[config.mk]
export PLATFORM = sky130hd
export DESIGN_NAME = mesm6_pic_prio_flat
export DESIGN_NICKNAME = d
export VERILOG_FILES = /design/src/rtl/mesm6_pic_pkg.sv /design/src/rtl/mesm6_pic_if.sv /design/src/rtl/mesm6_prio_enc.sv /design/src/rtl/mesm6_pic_prio.sv /design/src/flat_wrapper.sv
export SDC_FILE = /design/constraint.sdc
export NUM_CORES = 1
export LEC_CHECK = 0
export ABC_CLOCK_PERIOD_IN_PS = 3150
export CAP_MARGIN = 20
export CORE_UTILIZATION = 40
export DETAILED_ROUTE_END_ITERATION = 7
export GPL_ROUTABILITY_DRIVEN = 0
export HOLD_SLACK_MARGIN = 0.1
export PLACE_DENSITY = 0.7
export SLEW_MARGIN = 5
export SYNTH_ARGS = -nofsm -noshare
export SYNTH_HDL_FRONTEND = slang
export SYNTH_SLANG_ARGS = --single-unit
[constraint.sdc]
create_clock -name clk -period 3.15 [get_ports clk]
set_clock_uncertainty 0.15 [all_clocks]
set_input_delay 0.4725 -clock clk [delete_from_list [all_inputs] [get_ports clk]]
set_output_delay 0.4725 -clock clk [all_outputs]
set_load 0.01 [all_outputs]
[src/rtl/mesm6_pic_pkg.sv]
// Shared constants for the MESM-6 priority interrupt controller:
// register addresses, the "no vector" code and the bus FSM states.
package mesm6_pic_pkg;

    localparam logic [3:0] A_VEC    = 4'o00;
    localparam logic [3:0] A_ACK    = 4'o01;
    localparam logic [3:0] A_IECCLR = 4'o02;
    localparam logic [3:0] A_IECSET = 4'o03;
    localparam logic [3:0] A_IEC    = 4'o04;
    localparam logic [3:0] A_IFSCLR = 4'o05;
    localparam logic [3:0] A_IFSSET = 4'o06;
    localparam logic [3:0] A_IFS    = 4'o07;
    localparam logic [3:0] A_IMODE  = 4'o10;
    localparam logic [3:0] A_CTRL   = 4'o11;

    localparam logic [5:0] NONE = 6'o77;

    typedef enum logic {
        S_IDLE,
        S_DONE
    } state_e;

endpackage

[src/rtl/mesm6_pic_if.sv]
// Register bus between the CPU and the interrupt controller.
// The CPU side is the master; the controller is the slave.
interface mesm6_pic_if;

    logic [14:0] pic_addr;
    logic        pic_read;
    logic        pic_write;
    logic [47:0] pic_wdata;
    logic [47:0] pic_rdata;
    logic        pic_done;

    modport master (
        output pic_addr, pic_read, pic_write, pic_wdata,
        input  pic_rdata, pic_done
    );

    modport slave (
        input  pic_addr, pic_read, pic_write, pic_wdata,
        output pic_rdata, pic_done
    );

endinterface

[src/rtl/mesm6_prio_enc.sv]
// Combinational priority encoder: index of the lowest set request bit,
// or NONE when no request is pending.
module mesm6_prio_enc
    import mesm6_pic_pkg::*;
#(
    parameter int W = 48
) (
    input  logic [W-1:0] req_i,
    output logic [5:0]   idx_o,
    output logic         valid_o
);

    // Scanning downward lets the lowest index overwrite higher ones.
    always_comb begin
        idx_o   = NONE;
        valid_o = 1'b0;
        for (int i = W - 1; i >= 0; i--) begin
            if (req_i[i]) begin
                idx_o   = 6'(i);
                valid_o = 1'b1;
            end
        end
    end

endmodule

[src/rtl/mesm6_pic_prio.sv]
// MESM-6 priority interrupt controller: per-line edge/level capture,
// enable mask, lowest-index-first vectoring and a done-handshake bus.
module mesm6_pic_prio
    import mesm6_pic_pkg::*;
#(
    parameter int              NIRQ       = 48,
    parameter logic [NIRQ-1:0] EDGE_RESET = '0
) (
    input  logic            clk,
    input  logic            reset,
    output logic            interrupt,
    input  logic [NIRQ-1:0] dev_irq,
    mesm6_pic_if.slave      bus
);

    state_e          state_q;
    logic            done_q;
    logic            int_q;
    logic [47:0]     rdata_q, rdata_d;
    logic [NIRQ-1:0] dev_q;
    logic [NIRQ-1:0] ifs_q, ifs_d;
    logic [NIRQ-1:0] iec_q, iec_d;
    logic [NIRQ-1:0] imode_q, imode_d;
    logic            gie_q, gie_d;

    logic [NIRQ-1:0] wd, hw_set, pend, ack_mask;
    logic [3:0]      addr;
    logic [5:0]      vec;
    logic            vec_vld;
    logic            acc, wr_acc, rd_acc;
    logic            unused_ok;

    assign unused_ok = ^{bus.pic_addr[14:4], bus.pic_wdata};

    assign addr   = bus.pic_addr[3:0];
    assign wd     = bus.pic_wdata[NIRQ-1:0];
    assign acc    = (state_q == S_IDLE) && (bus.pic_read || bus.pic_write);
    assign wr_acc = acc && bus.pic_write;
    assign rd_acc = acc && bus.pic_read && !bus.pic_write;

    // Edge lines fire on a rising input, level lines whenever sampled high.
    assign hw_set   = (imode_q & dev_irq & ~dev_q) | (~imode_q & dev_q);
    assign pend     = ifs_q & iec_q;
    assign ack_mask = NIRQ'(1) << vec;

    mesm6_prio_enc #(
        .W (NIRQ)
    ) u_enc (
        .req_i   (pend),
        .idx_o   (vec),
        .valid_o (vec_vld)
    );

    always_comb begin
        ifs_d   = ifs_q;
        iec_d   = iec_q;
        imode_d = imode_q;
        gie_d   = gie_q;
        if (wr_acc) begin
            case (addr)
                A_IECCLR: iec_d   = iec_q & ~wd;
                A_IECSET: iec_d   = iec_q | wd;
                A_IEC:    iec_d   = wd;
                A_IFSCLR: ifs_d   = ifs_q & ~wd;
                A_IFSSET: ifs_d   = ifs_q | wd;
                A_IFS:    ifs_d   = wd;
                A_IMODE:  imode_d = wd;
                A_CTRL:   gie_d   = bus.pic_wdata[0];
                default:  ;
            endcase
        end
        if (rd_acc && addr == A_ACK && vec_vld) begin
            ifs_d = ifs_q & ~ack_mask;
        end
        // Hardware requests override any software clear or load.
        ifs_d = ifs_d | hw_set;
    end

    always_comb begin
        rdata_d = '0;
        case (addr)
            A_VEC, A_ACK:              rdata_d = 48'(vec);
            A_IECCLR, A_IECSET, A_IEC: rdata_d = 48'(iec_q);
            A_IFSCLR, A_IFSSET, A_IFS: rdata_d = 48'(ifs_q);
            A_IMODE:                   rdata_d = 48'(imode_q);
            A_CTRL:                    rdata_d = {47'b0, gie_q};
            default:                   rdata_d = '0;
        endcase
    end

    always_ff @(posedge clk) begin
        if (reset) begin
            state_q <= S_IDLE;
            done_q  <= 1'b0;
            int_q   <= 1'b0;
            rdata_q <= '0;
            dev_q   <= '0;
            ifs_q   <= '0;
            iec_q   <= '0;
            imode_q <= EDGE_RESET;
            gie_q   <= 1'b1;
        end else begin
            dev_q   <= dev_irq;
            ifs_q   <= ifs_d;
            iec_q   <= iec_d;
            imode_q <= imode_d;
            gie_q   <= gie_d;
            int_q   <= gie_q & (|pend);
            case (state_q)
                S_IDLE: begin
                    if (acc) begin
                        state_q <= S_DONE;
                        done_q  <= 1'b1;
                        rdata_q <= rdata_d;
                    end
                end
                S_DONE: begin
                    if (!bus.pic_read && !bus.pic_write) begin
                        state_q <= S_IDLE;
                        done_q  <= 1'b0;
                    end
                end
                default: begin
                    state_q <= S_IDLE;
                    done_q  <= 1'b0;
                end
            endcase
        end
    end

    assign interrupt     = int_q;
    assign bus.pic_done  = done_q;
    assign bus.pic_rdata = rdata_q;

endmodule

[src/flat_wrapper.sv]
// flat-port wrapper written by rule: the top's interface ports become plain ports
module mesm6_pic_prio_flat import mesm6_pic_pkg::*;
#(
    parameter int              NIRQ       = 48,
    parameter logic [NIRQ-1:0] EDGE_RESET = '0
)
  (clk, reset, interrupt, dev_irq, bus_pic_addr, bus_pic_read, bus_pic_write, bus_pic_wdata, bus_pic_rdata, bus_pic_done);
  mesm6_pic_if bus_i ();
  input  logic clk;
  input  logic reset;
  output logic interrupt;
  input  logic [NIRQ-1:0] dev_irq;
  input wire logic [$bits(bus_i.pic_addr)-1:0] bus_pic_addr;
  input wire logic [$bits(bus_i.pic_read)-1:0] bus_pic_read;
  input wire logic [$bits(bus_i.pic_write)-1:0] bus_pic_write;
  input wire logic [$bits(bus_i.pic_wdata)-1:0] bus_pic_wdata;
  output wire logic [$bits(bus_i.pic_rdata)-1:0] bus_pic_rdata;
  output wire logic [$bits(bus_i.pic_done)-1:0] bus_pic_done;
  assign bus_i.pic_addr = bus_pic_addr;
  assign bus_i.pic_read = bus_pic_read;
  assign bus_i.pic_write = bus_pic_write;
  assign bus_i.pic_wdata = bus_pic_wdata;
  assign bus_pic_rdata = bus_i.pic_rdata;
  assign bus_pic_done = bus_i.pic_done;
  mesm6_pic_prio #(.NIRQ(NIRQ), .EDGE_RESET(EDGE_RESET)) u_core (.clk(clk), .reset(reset), .interrupt(interrupt), .dev_irq(dev_irq), .bus(bus_i));
endmodule
Yosys cells after proc, flatten, opt, wreduce, memory -nomap -nowiden
Cells that the tools add are included.
{"block": "classes", "eq_ne": 11, "shifts": 1, "n_mux": 107, "bitwise": 17, "n_reduce_logical": 21}
{"op": "48-bit AND", "n": 7}
{"op": "48-bit one-hot mux with 3 select lines", "n": 2}
{"op": "6-bit 2-to-1 mux", "n": 47}
{"op": "48-bit one-hot mux with 5 select lines", "n": 1}
{"op": "48-bit NOT", "n": 4}
{"op": "48-bit bitwise OR", "n": 4}
{"op": "48-bit 2-to-1 mux", "n": 2}
{"op": "1-bit 2-to-1 mux", "n": 52}
{"op": "48-bit OR reduction", "n": 1}
{"op": "1-bit by 6-bit left shift with 48-bit output (first input constant)", "n": 1}
{"op": "4-bit by 3-bit == test with 1-bit output (second input constant)", "n": 4}
{"op": "2-bit AND reduction", "n": 5}
{"op": "4-bit by 2-bit == test with 1-bit output (second input constant)", "n": 2}
{"op": "4-bit == test (second input constant)", "n": 2}
{"op": "1-bit logical AND", "n": 7}
{"op": "3-bit OR reduction", "n": 2}
{"op": "5-bit 2-to-1 mux", "n": 1}
{"op": "4-bit by 1-bit == test with 1-bit output (second input constant)", "n": 1}
{"op": "4-bit zero test", "n": 1}
{"op": "1-bit one-hot mux with 2 select lines", "n": 2}
{"op": "3-bit nonzero test", "n": 1}
{"op": "1-bit zero test", "n": 2}
{"op": "2-bit by 1-bit inequality test with 1-bit output (second input constant)", "n": 1}
{"op": "2-bit inequality test (second input constant)", "n": 1}
{"op": "other kinds (4)", "n": 4}
{"block": "word_totals", "reg_bits": 244, "wordCells": 166}

Longest topological paths before layout
{"block": "depth", "word_depth": 54, "depth_mapped": 12}

Cells and area by module
Synthesis repeated with hierarchy kept, for this count alone.
{"block": "hier_totals", "hier_cells": 1305, "hier_area_um2": 11172.0}
{"mod": "mesm6_pic_prio", "n_inst": 1, "cells_each": 1205, "area_each_um2": 10623.9}
{"mod": "mesm6_prio_enc", "n_inst": 1, "cells_each": 100, "area_each_um2": 548.0}

Worst setup path before layout
No wires, ideal clock.
{"block": "synth_timing", "kind": "input port to flip-flop", "from": "in bus_pic_write", "to": "reg u_core.ifs_q[1]", "setup_ps": 128, "arrival_time_ps": 2231, "required_time_ps": 2872, "setup_slack_ps": 641, "path_stages": 12, "path_buffers": 3, "path_cell_list": "or2_2 -> ha_1 -> clkbuf_1 -> nand3_1 -> nor2_1 -> clkbuf_1 -> clkbuf_1 -> o21ai_0 -> a22oi_1 -> nor2_1 -> a311oi_1 -> nor2_1"}
{"block": "synth_between", "elab_chain_len": 8, "elab_cells_between_ends": 11, "cone_classes": "mux: 2; bitwise: 1; reduce/logical: 8"}
{"element": "start, declared", "line": "flat_wrapper.sv:15", "rtl": "input wire logic [$bits(bus_i.pic_write)-1:0] bus_pic_write;"}
{"element": "1-bit logical OR", "line": "mesm6_pic_prio.sv:37", "rtl": "assign acc = (state_q == S_IDLE) && (bus.pic_read || bus.pic_write);"}
{"element": "1-bit logical AND", "line": "mesm6_pic_prio.sv:37"}
{"element": "1-bit logical AND (2 in series)", "line": "mesm6_pic_prio.sv:39", "rtl": "assign rd_acc = acc && bus.pic_read && !bus.pic_write;"}
{"element": "1-bit logical AND (2 in series)", "line": "mesm6_pic_prio.sv:72", "rtl": "if (rd_acc && addr == A_ACK && vec_vld) begin"}
{"element": "48-bit 2-to-1 mux *", "line": "mesm6_pic_prio.sv:72"}
{"element": "48-bit bitwise OR *", "line": "mesm6_pic_prio.sv:76", "rtl": "ifs_d = ifs_d | hw_set;"}
{"element": "end signal, assigned", "line": "mesm6_pic_prio.sv:104", "rtl": "ifs_q <= ifs_d;"}
{"element": "end, declared", "line": "mesm6_pic_prio.sv:21", "rtl": "logic [NIRQ-1:0] ifs_q, ifs_d;"}
Mark *: on every way between the ends. The rest lies on a longest branch, timed or not.
A chain may end at the register's enable or synchronous reset.

Worst setup path in the final report
{"block": "layout_timing", "from": "reg u_core.ifs_q[16]", "to": "reg u_core.ifs_q[25]"}
{"block": "layout_between", "elab_chain_len": 23, "elab_cells_between_ends": 41, "cone_classes": "shift: 1; mux: 35; bitwise: 4; reduce/logical: 1"}
{"element": "48-bit AND *", "line": "mesm6_pic_prio.sv:43", "rtl": "assign pend = ifs_q & iec_q;"}
{"element": "6-bit 2-to-1 mux (17 in series)", "line": "mesm6_prio_enc.sv:18", "rtl": "if (req_i[i]) begin"}
{"element": "1-bit by 6-bit left shift with 48-bit output", "line": "mesm6_pic_prio.sv:44", "rtl": "assign ack_mask = NIRQ'(1) << vec;"}
{"element": "48-bit NOT", "line": "mesm6_pic_prio.sv:73", "rtl": "ifs_d = ifs_q & ~ack_mask;"}
{"element": "48-bit AND", "line": "mesm6_pic_prio.sv:73"}
{"element": "48-bit 2-to-1 mux *", "line": "mesm6_pic_prio.sv:72"}
{"element": "48-bit bitwise OR *", "line": "mesm6_pic_prio.sv:76"}
Marks and branches as above.

==> results.sh <==
export IMPL_status="complete, no violations"
export IMPL_io_pins=165
export IMPL_htree_num_levels=1
export IMPL_setup_viol=0
export IMPL_drt_first_pass_iters=6
export IMPL_root_buffer="clkbuf_16"
export IMPL_fin_crit_sh_pct=91.88
export IMPL_wirelength_um=38140
export IMPL_cts_setup_buffers=0
export IMPL_reg2reg_setup_slack_ns=0.26
export IMPL_path_cells="and2_1 > a221oi_1 > o21ai_0 > a311oi_1 > o21ai_0 > and2_1 > buf_4 > a211oi_1 > o22ai_2"
export IMPL_via_per_inst=6.008
export IMPL_drtIter0Drc=1605
export IMPL_cp_slowest_stage_delay_ns=0.38
export IMPL_grt_max_degree=80
export IMPL_use_met1_pct=33.12
export IMPL_numCtsBuffers=27
export IMPL_final_nets=1688
export IMPL_dr_total_vias=11866
export IMPL_cp_arrival_ns=3.15
export IMPL_grt_pass1_wl_um=61450
export IMPL_antenna_found_initial=0
export IMPL_die_width_um=173.2
export IMPL_min_delay_path_class="in2reg"
export IMPL_io_buffers=153
export IMPL_ys_types=58
export IMPL_netlist_area_um2=11720
export IMPL_antenna_cells=0
export IMPL_synth_seq_cells=244
export IMPL_yosysWarnings=0
export IMPL_yosysSeqAreaShare_pct=41.66
export IMPL_stdcell_area_um2=14760
export IMPL_use_met2_pct=40.56
export IMPL_endpoint_kind="flop"
export IMPL_synthArstFlopShare_pct=0
export IMPL_rsz0062_at_grt="no"
export IMPL_syn_nets=1558
export IMPL_critPathLaunchType="flop"
export IMPL_cp_slowest_cell="a211oi_1"
export IMPL_area_growth_pct=25.87
export IMPL_grt_usage_pct=24.82
export IMPL_first_global_vias=11451
export IMPL_ys_flop_type="dfxtp_1"
export IMPL_cts_clk_slew_worst_paths_ns=0.06
export IMPL_syn_instance_count=1441
export IMPL_rows=62
export IMPL_worst_pin_slew_ns=0.6154
export IMPL_synth_top_family_by_area="compound AO/OA/AOI/OAI gates"
export IMPL_clockBufferDepth=3
export IMPL_core_um2=28780
export IMPL_cts_resized=0
export IMPL_synthAdderAreaFrac_pct=0.2134
export IMPL_crit_buf_inv=1
export IMPL_path_delay_family="compound AO/OA/AOI/OAI gates"
export IMPL_finalCriticalPeriod_ns=2.894
export IMPL_synthSimpleGateAreaFrac_pct=18.19
export IMPL_finalHoldViolCount=0
export IMPL_synth_edff_count=0
export IMPL_synth_xor_area_share_pct=0
export IMPL_setup_slack_ns=0.2559
export IMPL_grt_busiest_layer="met2"
export IMPL_dpl_instance_area_um2=13830
export IMPL_leakagePower_uw=0.004981
export IMPL_synthMuxAreaShare_pct=4.269
export IMPL_dieArea_um2=30000
export IMPL_relSlewSlack_pct=58.97
export IMPL_die_y_um=173.2
export IMPL_ant_nets=0
export IMPL_synth_compound_area_share_pct=31.72
export IMPL_drv_cap=0
export IMPL_pre_cts_slack_ns=-0.008033
export IMPL_vdd_drop_max_mv=0.3635
export IMPL_final_max_slew_viol_count=0
export IMPL_p_per_area_nw_per_um2=497.0
export IMPL_initial_utilization_pct=40.74
export IMPL_cts_hold_fix_buffers=0
export IMPL_syn_avg_cell_area_um2=8.136
export IMPL_required_ns=3.40
export IMPL_clock_sinks=244
export IMPL_fmax_ghz=0.3455
export IMPL_wl_per_cell_um=19.31
export IMPL_route_detailed_drc=0
export IMPL_grt_overflow=0
export IMPL_grt_util_met3_pct=3.870
export IMPL_cp_max_fo=10
export IMPL_insertion_delay_ns=0.53
export IMPL_worstSetupPathType="reg2reg"
export IMPL_drive_above_1_share_pct=8.862
export IMPL_hpwl_um=25760
export IMPL_cts_tree="yes"
==> cell usage after synthesis, types with 10 or more instances <==
cell type,number,area (µm²)
dfxtp_1,244,4885
clkbuf_1,98,367.9
a222oi_1,47,470.5
a21oi_1,144,720.7
o311ai_0,21,183.9
a22oi_1,66,495.5
nand2_1,210,788.3
nor2_1,162,608.1
nor2b_1,50,312.8
o21ai_1,23,115.1
mux2i_1,50,500.5
o21ai_0,107,535.5
o22ai_2,10,125.1
nor3_1,19,95.09
a21oi_2,10,87.58
a22o_1,58,508.0
==> power breakdown <==
group,total (µW),internal [µW],switching [µW]
clock network,3220,1930,1290
registers,3300,3190,112
logic,807,367,440
total,7330,5490,1840
==> cell usage in the layout (no fill, tap or decap), types with 17 or more instances in the layout <==
cell / synthesis / routed
dfxtp_1: 244 / 244
nand2_1: 210 / 210
nor2_1: 162 / 158
clkdlybuf4s50_1: 0 / 152
a21oi_1: 144 / 144
o21ai_0: 107 / 107
a22oi_1: 66 / 66
a22o_1: 58 / 58
buf_4: 2 / 53
nor2b_1: 50 / 50
mux2i_1: 50 / 50
a222oi_1: 47 / 47
clkbuf_16: 0 / 27
o21ai_1: 23 / 23
o311ai_0: 21 / 21
nor3_1: 19 / 17
==> per-layer routing <==
metal / share of wire, % / vias up
li1: - / 5577
met1: 43 / 5623
met2: 46 / 599
met3: 8.8 / 67
met4: 2.5 / 0
met5: 0 / -
==> kinds of logic (layout without fill, tap and decap cells) <==
logic type      after synthesis  in the layout
buf+inv                     115            265
simple gates                487            487
compound gates              543            543
mux                          50             50
flops                       244            244
fa+ha+maj                     2              2
==> worst paths after layout <==
path	start	endpoint	depth (start not counted)
setup reg to reg	u_core.ifs_q[16]	u_core.ifs_q[25]	9
hold / removal	reset	u_core.bus.pic_rdata[19]	2
setup / recovery	u_core.ifs_q[16]	u_core.ifs_q[25]	9
hold reg to reg	u_core.bus.pic_rdata[14]	u_core.bus.pic_rdata[14]	2
==> metrics by stage <==
stage / hold WS [ns] / TNS (ns) / std cells / utilization, % / power (µW)
detailed placement: 0.3203 / -0.02064 / 1925 / 48.07 / 4159
global placement: 0.3070 / 0 / 1925 / 48.07 / 4145
CTS: 0.2461 / 0 / 1974 / 51.20 / 7352
floorplan: 0.3115 / 0 / 1441 / - / 3757
global route: 0.2698 / 0 / 1975 / 51.27 / 7577
finish: 0.2427 / 0 / 1975 / 51.27 / 7334
==> layout make-up <==
class,instances,area [µm²]
Clock buffer,38,767.0
Timing Repair Buffer,213,2071
Clock inverter,11,135.1
Inverter,3,11.26
Tap cell,384,480.5
Sequential cell,244,4885
Multi-Input combinational cell,1082,6407
Fill cell,2700,14020
==> flip-flops by register name, summed over array words and instances (netlist names) <==
| name | count |
|---|---|
| u_core.interrupt | 1 |
| u_core.bus.pic_done | 1 |
| u_core.iec_q | 48 |
| u_core.ifs_q | 48 |
| u_core.imode_q | 48 |
| u_core.bus.pic_rdata | 48 |
| u_core.state_q | 1 |
| u_core.dev_q | 48 |
| u_core.gie_q | 1 |
No activity file was read; power rests on OpenSTA's default activity.
